## src/rtl/seven_segments_reader.sv

```systemverilog
// Loopback decoder for a multiplexed active-high 7-segment bus: qualifies each strobed digit,
// decodes it back to a nibble and publishes the whole frame. Optional macro: SEVEN_SEGMENTS_READER_BLANK_EN.
module seven_segments_reader #(
  parameter int unsigned DIGITS        = 4,
  parameter int unsigned STABLE_CYCLES = 4
) (
  input  logic                  clk,
  input  logic                  reset,
  input  logic [6:0]            seg_in,
  input  logic [DIGITS-1:0]     dig_sel,
  output logic [4*DIGITS-1:0]   value,
  output logic                  frame_valid,
  output logic                  invalid_digit,
  output logic [DIGITS-1:0]     blank_mask,
  output logic                  dbg_state
);

  localparam int unsigned CW = $clog2(STABLE_CYCLES + 1) + 1;
  localparam int unsigned SW = DIGITS + 7;

  typedef enum logic {
    TRACK = 1'b0,
    HELD  = 1'b1
  } state_t;

  state_t              state_q, state_d;
  logic [SW-1:0]       s_q;
  logic [CW-1:0]       c_q, c_d;
  logic [DIGITS-1:0]   mask_q, mask_d;
  logic [DIGITS-1:0]   blank_sh_q, blank_sh_d;
  logic [DIGITS-1:0]   blank_q, blank_d;
  logic [4*DIGITS-1:0] shadow_q, shadow_d;
  logic [4*DIGITS-1:0] value_q, value_d;
  logic                fv_q, fv_d;
  logic                inv_q, inv_d;

  logic [SW-1:0]       sample;
  logic                same;
  logic [31:0]         run_len;
  logic                stable_hit;
  logic                sel_onehot;
  logic                capture;
  logic [3:0]          nib;
  logic                known;
  logic                is_blank;

  assign sample     = {dig_sel, seg_in};
  assign same       = (sample == s_q);
  // Length of the run of identical samples including the one taken at this edge.
  assign run_len    = same ? (32'(c_q) + 32'd2) : 32'd1;
  assign stable_hit = (run_len >= 32'(STABLE_CYCLES));
  assign sel_onehot = (dig_sel != '0) && ((dig_sel & (dig_sel - DIGITS'(1))) == '0);
  // In HELD a capture is only possible when the changing sample itself qualifies.
  assign capture    = stable_hit && sel_onehot && ((state_q == TRACK) || !same);

  always_comb begin
    nib      = 4'hF;
    known    = 1'b0;
    is_blank = 1'b0;
    case (seg_in)
      7'h3F: begin nib = 4'h0; known = 1'b1; end
      7'h06: begin nib = 4'h1; known = 1'b1; end
      7'h5B: begin nib = 4'h2; known = 1'b1; end
      7'h4F: begin nib = 4'h3; known = 1'b1; end
      7'h66: begin nib = 4'h4; known = 1'b1; end
      7'h6D: begin nib = 4'h5; known = 1'b1; end
      7'h7D: begin nib = 4'h6; known = 1'b1; end
      7'h07: begin nib = 4'h7; known = 1'b1; end
      7'h7F: begin nib = 4'h8; known = 1'b1; end
      7'h6F: begin nib = 4'h9; known = 1'b1; end
      7'h79: begin nib = 4'hE; known = 1'b1; end
`ifdef SEVEN_SEGMENTS_READER_BLANK_EN
      7'h00: begin nib = 4'h0; known = 1'b1; is_blank = 1'b1; end
`endif
      default: begin nib = 4'hF; known = 1'b0; end
    endcase
  end

  always_comb begin
    if (!same) begin
      c_d = '0;
    end else if (c_q >= CW'(STABLE_CYCLES)) begin
      c_d = c_q;
    end else begin
      c_d = c_q + CW'(1);
    end
  end

  always_comb begin
    state_d = state_q;
    if (capture) begin
      state_d = HELD;
    end else if ((state_q == HELD) && !same) begin
      state_d = TRACK;
    end
  end

  always_comb begin
    shadow_d   = shadow_q;
    blank_sh_d = blank_sh_q;
    mask_d     = mask_q;
    value_d    = value_q;
    blank_d    = blank_q;
    fv_d       = 1'b0;
    inv_d      = 1'b0;
    if (capture) begin
      for (int i = 0; i < int'(DIGITS); i++) begin
        if (dig_sel[i]) begin
          shadow_d[4*i +: 4] = nib;
          blank_sh_d[i]      = is_blank;
        end
      end
      mask_d = mask_q | dig_sel;
      inv_d  = !known;
      // Completing capture publishes the frame, new nibble included, and starts a fresh one.
      if (&mask_d) begin
        value_d = shadow_d;
        blank_d = blank_sh_d;
        fv_d    = 1'b1;
        mask_d  = '0;
      end
    end
  end

  always_ff @(posedge clk) begin
    if (reset) begin
      state_q    <= TRACK;
      s_q        <= '0;
      c_q        <= '0;
      mask_q     <= '0;
      shadow_q   <= '0;
      blank_sh_q <= '0;
      value_q    <= '0;
      blank_q    <= '0;
      fv_q       <= 1'b0;
      inv_q      <= 1'b0;
    end else begin
      state_q    <= state_d;
      s_q        <= sample;
      c_q        <= c_d;
      mask_q     <= mask_d;
      shadow_q   <= shadow_d;
      blank_sh_q <= blank_sh_d;
      value_q    <= value_d;
      blank_q    <= blank_d;
      fv_q       <= fv_d;
      inv_q      <= inv_d;
    end
  end

  assign value         = value_q;
  assign frame_valid   = fv_q;
  assign invalid_digit = inv_q;
  assign blank_mask    = blank_q;
  assign dbg_state     = state_q;

endmodule

```

## config.mk

```make
export PLATFORM = sky130hd
export DESIGN_NAME = seven_segments_reader
export DESIGN_NICKNAME = d
export VERILOG_FILES = /design/src/rtl/seven_segments_reader.sv
export SDC_FILE = /design/constraint.sdc
export NUM_CORES = 1
export LEC_CHECK = 0
export ABC_AREA = 0
export CORE_ASPECT_RATIO = 1.2
export CORE_MARGIN = 5
export CORE_UTILIZATION = 40
export CTS_CLUSTER_SIZE = 28
export DETAILED_ROUTE_END_ITERATION = 8
export PLACE_DENSITY = 0.64
export REMOVE_ABC_BUFFERS = 1
export SYNTH_ARGS = -nofsm -noshare
export SYNTH_HDL_FRONTEND = slang
export SYNTH_SLANG_ARGS = --single-unit
```

## constraint.sdc

```tcl
create_clock -name clk -period 3.01 [get_ports clk]
set_clock_uncertainty 0.2 [all_clocks]
set_input_delay 0.602 -clock clk [delete_from_list [all_inputs] [get_ports clk]]
set_output_delay 0.602 -clock clk [all_outputs]
set_load 0.05 [all_outputs]
```

==> flow_metrics.env, run 1 <==
export IMPL_wl_met1_mm=3.39
export IMPL_fp_dieH_um=104
export IMPL_switching_share_pct=23.8
export IMPL_nets=388
export IMPL_grtUsageTotal_pct=17.5
export IMPL_post_cts_buffers=0
export IMPL_worst_path_largest_cell_delay_ns=0.58
export IMPL_cts_root_buf="clkbuf_8"
export IMPL_ys_seq_elements=62
export IMPL_yosysSeqAreaShare_pct=42.6
export IMPL_critPathLaunch="seg_in[0]"
export IMPL_grt_pass1_wl_mm=12.9
export IMPL_fin_util_pct=52.5
export IMPL_crit_buf_inv=1
export IMPL_ant_nets=0
export IMPL_timing_fmax_mhz=382
export IMPL_rr_endpoint="shadow_q[2]"
export IMPL_avgSynthCellArea_um2=9.00
export IMPL_power_leakage_nw=1.38
export IMPL_ir_drop_uv=216
export IMPL_rr_startpoint="c_q[2]"
export IMPL_synthTopCellsByArea="dfxtp_1 (43%), a211oi_1 (4.4%), nor3b_1 (4.4%)"
export IMPL_diodes=0
export IMPL_synth_async_reset_ratio_pct=0
export IMPL_setup_viol_count_final=0
export IMPL_hpwl_mm=5.22
export IMPL_finalMaxSlewViolations=0
export IMPL_cts_max_level=3
export IMPL_ff2ff_path_depth=7
export IMPL_critPathLaunchType="input port"
export IMPL_pwr_share_clk_pct=41.7
export IMPL_p_comb_share_pct=8.5
export IMPL_vias_per_cell=5.62
export IMPL_ys_top_cells_by_count="dfxtp_1 (62), clkbuf_1 (18)"
export IMPL_insertion_delay_ns=0.33
export IMPL_finalPower_w=0.00167
export IMPL_synth_top_cell_area_share_pct=42.6
export IMPL_drc=0
export IMPL_dpl_cell_area_um2=3590
export IMPL_yosys_area_top_type="dfxtp_1"
export IMPL_p_seq_share_pct=49.9
export IMPL_crit_chain="clkdlybuf4s50_1, or4b_4, a311oi_4, nor3_2, nor2_1, a211oi_1"
export IMPL_syn_instance_count=324
export IMPL_worst_path_max_delay_cell="or4b_4"
export IMPL_crit_required_ns=3.01
export IMPL_dieArea_um2=9100
export IMPL_path_depth=6
export IMPL_vias=2630
export IMPL_io_pins=36
export IMPL_slew_headroom_pct=49.1
export IMPL_routed_wirelength_mm=7.48
export IMPL_drive_gt1_share_pct=15.3
export IMPL_cts_tree="yes"
export IMPL_ctsHoldBuffers=0
export IMPL_rrSetupSlack_ns=0.63
export IMPL_cap_violations=0
export IMPL_firstDrtPassIters=6
export IMPL_cp_endpoint="shadow_q[2]"
export IMPL_route_met2_wl_mm=3.74
export IMPL_std_cell_rows=34
export IMPL_top_layer="met4"
export IMPL_switchingPower_w=0.000397
export IMPL_p_per_area_nw_per_um2=442
export IMPL_period_minus_slack_ns=2.62
export IMPL_grt_pass1_vias=2639
export IMPL_synthesis_area_um2=2920
export IMPL_rsz0062_at_grt="no"
export IMPL_wl_per_cell_um=16.0
export IMPL_hold_viol_final=0
export IMPL_wl_met3_um=234
export IMPL_antenna_found_initial=0
export IMPL_crit_fanout=7
export IMPL_core_area_um2=7190
export IMPL_synth_flop_cell="dfxtp_1"
export IMPL_cts_resized=0
export IMPL_synth_most_common_cell="dfxtp_1"
export IMPL_yosysUniqueCellTypes=51
export IMPL_cts_path_max_buffers=2
export IMPL_status="completed"
export IMPL_tightest_slew_ns=0.763
export IMPL_crit_family="simple AND/OR/NAND/NOR gates"
export IMPL_cts_sinks=62
export IMPL_critPathCaptureType="flop"
export IMPL_grt_overflow=0
export IMPL_syn_to_final_growth_pct=29.4
export IMPL_drtIter0Drc=207
export IMPL_final_area_um2=3770
export IMPL_initial_utilization_pct=40.5
export IMPL_fp_dieW_um=87.9
export IMPL_gp_congestion=0.810
export IMPL_synth_edf_count=0
export IMPL_path_class="in2reg"
export IMPL_numCtsBuffers=9
export IMPL_clkTransAtPathRegs_ns=0.07
export IMPL_hp_class="reg2reg"
export IMPL_intPower_w=0.00127
export IMPL_min_period_over_period_pct=87.0
export IMPL_ys_warnings_count=0
export IMPL_crit_arrival_ns=2.62
export IMPL_grt_max_degree=49
export IMPL_tns_ns=0
export IMPL_port_buffers=35
[cell families after synthesis]
group,count (synthesis),share of synthesized area (%)
flip-flops,62,42.6
AO/OA/AOI/OAI,93,24.0
XOR/XNOR,14,4.21
multiplexers,1,0.343
buffers and inverters,46,6.95
adder cells (fa/ha/maj),2,0.858
AND/OR/NAND/NOR,106,21.1
[layout make-up]
cell class	instances	area, um2
multi-input cells	216	1470
inverters	11	41.3
well taps	90	113
fillers	690	3420
clock inverters	4	47.5
flip-flops and latches	62	1240
repair buffers	73	723
clock buffers	12	135
[worst min path at each step]
stage / start / to / slack (ns) / cells past startpoint
after floorplan: blank_sh_q[0] / blank_sh_q[0] / 0.25 / 1
after global placement: value[13] / value[13] / 0.26 / 2
after detailed placement: value[9] / value[9] / 0.26 / 2
after CTS: blank_sh_q[2] / blank_sh_q[2] / 0.28 / 1
after global routing: blank_sh_q[0] / blank_sh_q[0] / 0.29 / 1
final: blank_sh_q[2] / blank_sh_q[2] / 0.27 / 1
[through the flow]
stage          hold slack (ns)  instances  worst slack, ns
4_1_cts                  0.276        468            0.405
2_1_floorplan            0.254        289            0.321
3_3_place_gp             0.259        452           0.0991
6_report                 0.274        468            0.390
3_5_place_dp             0.263        452           0.0516
5_1_grt                  0.290        468            0.263
[power groups by stage]
stage	clock network [W]	logic, W	registers (W)
after floorplan	0	0.0000515	0.000849
after global placement	0	0.000138	0.000850
after detailed placement	0	0.000140	0.000850
after CTS	0.000709	0.000141	0.000831
after global routing	0.000746	0.000154	0.000831
final	0.000694	0.000141	0.000831
[registers in the layout, summed over array words and instances (netlist names)]
register / count
blank_mask: 4
blank_sh_q: 4
c_q: 4
dbg_state: 1
frame_valid: 1
invalid_digit: 1
mask_q: 4
s_q: 11
shadow_q: 16
value: 16
[routing by layer]
metal	global-route usage, %	up-vias
met4	5.48	0
met2	28.2	48
met1	23.4	1280
li1	-	1293
met3	3.34	9
met5	0	-
[cells in the final DEF, fill, tap and decap left out, drive strengths merged, types with 6 or more instances in the layout]
cell type       n
dfxtp          62
buf            38
clkdlybuf4s50  35
a31oi          18
nand3          17
a211oi         17
nand2          17
nor3b          17
nor2           14
o21ai          14
clkbuf         12
inv            11
xor2           11
nor2b          10
a21oi           9
o221ai          8
o22ai           6
Power figures use the tool's default switching activity.
==> run 2: changes to the inputs <==
==> constraint.sdc (replaced) <==
create_clock -name clk -period 3.1 [get_ports clk]
set_clock_uncertainty 0.2 [all_clocks]
set_input_delay 0.62 -clock clk [delete_from_list [all_inputs] [get_ports clk]]
set_output_delay 0.62 -clock clk [all_outputs]
set_load 0.05 [all_outputs]
==> run 2 against run 1 <==
Register-to-register slack better by 0.10 ns. Worst hold slack hardly changed. Utilization grew 0.12 points. Wire length up 0.47%. Clock power grew 11%. Sequential share of layout area shrank 0.076 points. Critical path depth unchanged. Die area stayed put. Count of clock-buffer cells in the layout shrank 2. Via count up 0.61%.
==> flow_metrics.env, run 2 (synthesis results as in run 1) <==
export IMPL_status="completed"
export IMPL_hold_ws_ns=0.274
export IMPL_io_pins=36
export IMPL_layout_common_cells="dfxtp_1 (62), buf_4 (36), clkdlybuf4s50_1 (35)"
export IMPL_crit_arrival_ns=2.66
export IMPL_min_from="blank_sh_q[0]"
export IMPL_critPathCaptureType="flop"
export IMPL_cap_violations=0
export IMPL_fillers=653
export IMPL_hold_viol_final=0
export IMPL_grt_pass1_wl_mm=12.6
export IMPL_cts_sinks=62
export IMPL_rr_endpoint="shadow_q[14]"
export IMPL_core_area_um2=7190
export IMPL_post_cts_buffers=0
export IMPL_cts_max_level=3
export IMPL_std_cell_rows=34
export IMPL_path_class="in2reg"
export IMPL_vias_per_cell=5.63
export IMPL_crit_fanout=7
export IMPL_ff2ff_path_depth=7
export IMPL_vias=2646
export IMPL_layout_commonest_cell="dfxtp_1"
export IMPL_crit_required_ns=3.10
export IMPL_grtUsageTotal_pct=17.6
export IMPL_p_per_area_nw_per_um2=452
export IMPL_fp_dieH_um=104
export IMPL_critPathLaunchType="input port"
export IMPL_firstDrtPassIters=4
export IMPL_finalMaxSlewViolations=0
export IMPL_rsz0062_at_grt="no"
export IMPL_hold_path_depth=1
export IMPL_critPathLaunch="seg_in[0]"
export IMPL_nets=390
export IMPL_ant_nets=0
export IMPL_timing_fmax_mhz=376
export IMPL_port_buffers=35
export IMPL_cts_resized=0
export IMPL_clkTransAtPathRegs_ns=0.07
export IMPL_diodes=0
export IMPL_period_minus_slack_ns=2.66
export IMPL_drc=0
export IMPL_rrSetupSlack_ns=0.73
export IMPL_tightest_slew_ns=0.732
export IMPL_power_leakage_nw=1.39
export IMPL_whs_endpoint="blank_sh_q[0]"
export IMPL_syn_to_final_growth_pct=29.7
export IMPL_grt_pass1_vias=2576
export IMPL_gp_congestion=0.790
export IMPL_rr_startpoint="c_q[2]"
export IMPL_ctsHoldBuffers=0
export IMPL_finalPower_w=0.00171
export IMPL_slew_headroom_pct=51.1
export IMPL_min_period_over_period_pct=85.8
export IMPL_hpwl_mm=5.19
export IMPL_numCtsBuffers=9
export IMPL_tns_ns=0
export IMPL_antenna_found_initial=0
export IMPL_cts_path_max_buffers=2
export IMPL_grt_overflow=0
export IMPL_hp_class="reg2reg"
export IMPL_dieArea_um2=9100
export IMPL_cts_tree="yes"
export IMPL_drive_gt1_share_pct=16.3
export IMPL_insertion_delay_ns=0.35
export IMPL_cts_root_buf="clkbuf_8"
export IMPL_grt_max_degree=49
export IMPL_routed_wirelength_mm=7.51
export IMPL_dpl_cell_area_um2=3570
export IMPL_final_area_um2=3780
export IMPL_setup_viol_count_final=0
export IMPL_wl_per_cell_um=16.0
export IMPL_initial_utilization_pct=40.5
export IMPL_fp_dieW_um=87.9
export IMPL_fin_util_pct=52.6
export IMPL_ir_drop_uv=221
export IMPL_drtIter0Drc=226
run 2: through the flow:
| stage | std cells | setup WS (ns) |
|---|---|---|
| 6_report | 470 | 0.441 |
| 3_3_place_gp | 454 | 0.163 |
| 4_1_cts | 470 | 0.480 |
| 5_1_grt | 470 | 0.321 |
| 2_1_floorplan | 289 | 0.393 |
| 3_5_place_dp | 454 | 0.109 |
run 2: per-layer routing:
layer	part of all wire [%]	vias up	track usage, %
met5	0	-	0
met4	2.3	0	7.79
met3	4.0	14	4.13
met2	49	60	27.6
met1	45	1274	22.8
li1	-	1298	-
run 2: worst max-delay path by stage:
| stage | end | slack (ns) |
|---|---|---|
| finish | shadow_q[14] | 0.44 |
| global route | value[3] | 0.32 |
| CTS | shadow_q[14] | 0.48 |
| detailed placement | value[11] | 0.11 |
| global placement | value[8] | 0.16 |
| floorplan | mask_q[0] | 0.39 |
run 2: where the power goes:
part | internal, W | switching, W
registers | 0.000804 | 0.00000322
logic | 0.0000548 | 0.0000759
clock network | 0.000451 | 0.000318
total | 0.00131 | 0.000398
run 2: layout make-up:
cell class	instances	area, um2	area share (%)
Clock inverter	6	86.3	2.28
Sequential cell	62	1240	32.8
Tap cell	90	113	2.98
Inverter	11	41.3	1.09
Timing Repair Buffer	75	701	18.5
Clock buffer	10	128	3.38
Multi-Input combinational cell	216	1470	38.9
run 2: critical path, stage by stage:
cell,delay [ns]
clkdlybuf4s50_1,0.50
or4b_4,0.57
a311oi_4,0.32
nor3_2,0.16
nor2_1,0.33
a211oi_1,0.15
==> run 3: changes to the inputs <==
--- a/config.mk
+++ b/config.mk
@@ -11,6 +11,7 @@
 export CORE_UTILIZATION = 40
 export CTS_CLUSTER_SIZE = 28
 export DETAILED_ROUTE_END_ITERATION = 8
+export GPL_ROUTABILITY_DRIVEN = 0
 export PLACE_DENSITY = 0.64
 export REMOVE_ABC_BUFFERS = 1
 export SYNTH_ARGS = -nofsm -noshare
==> results of run 3 <==
The final DEF is identical to that of run 2; final timing and power are the same.
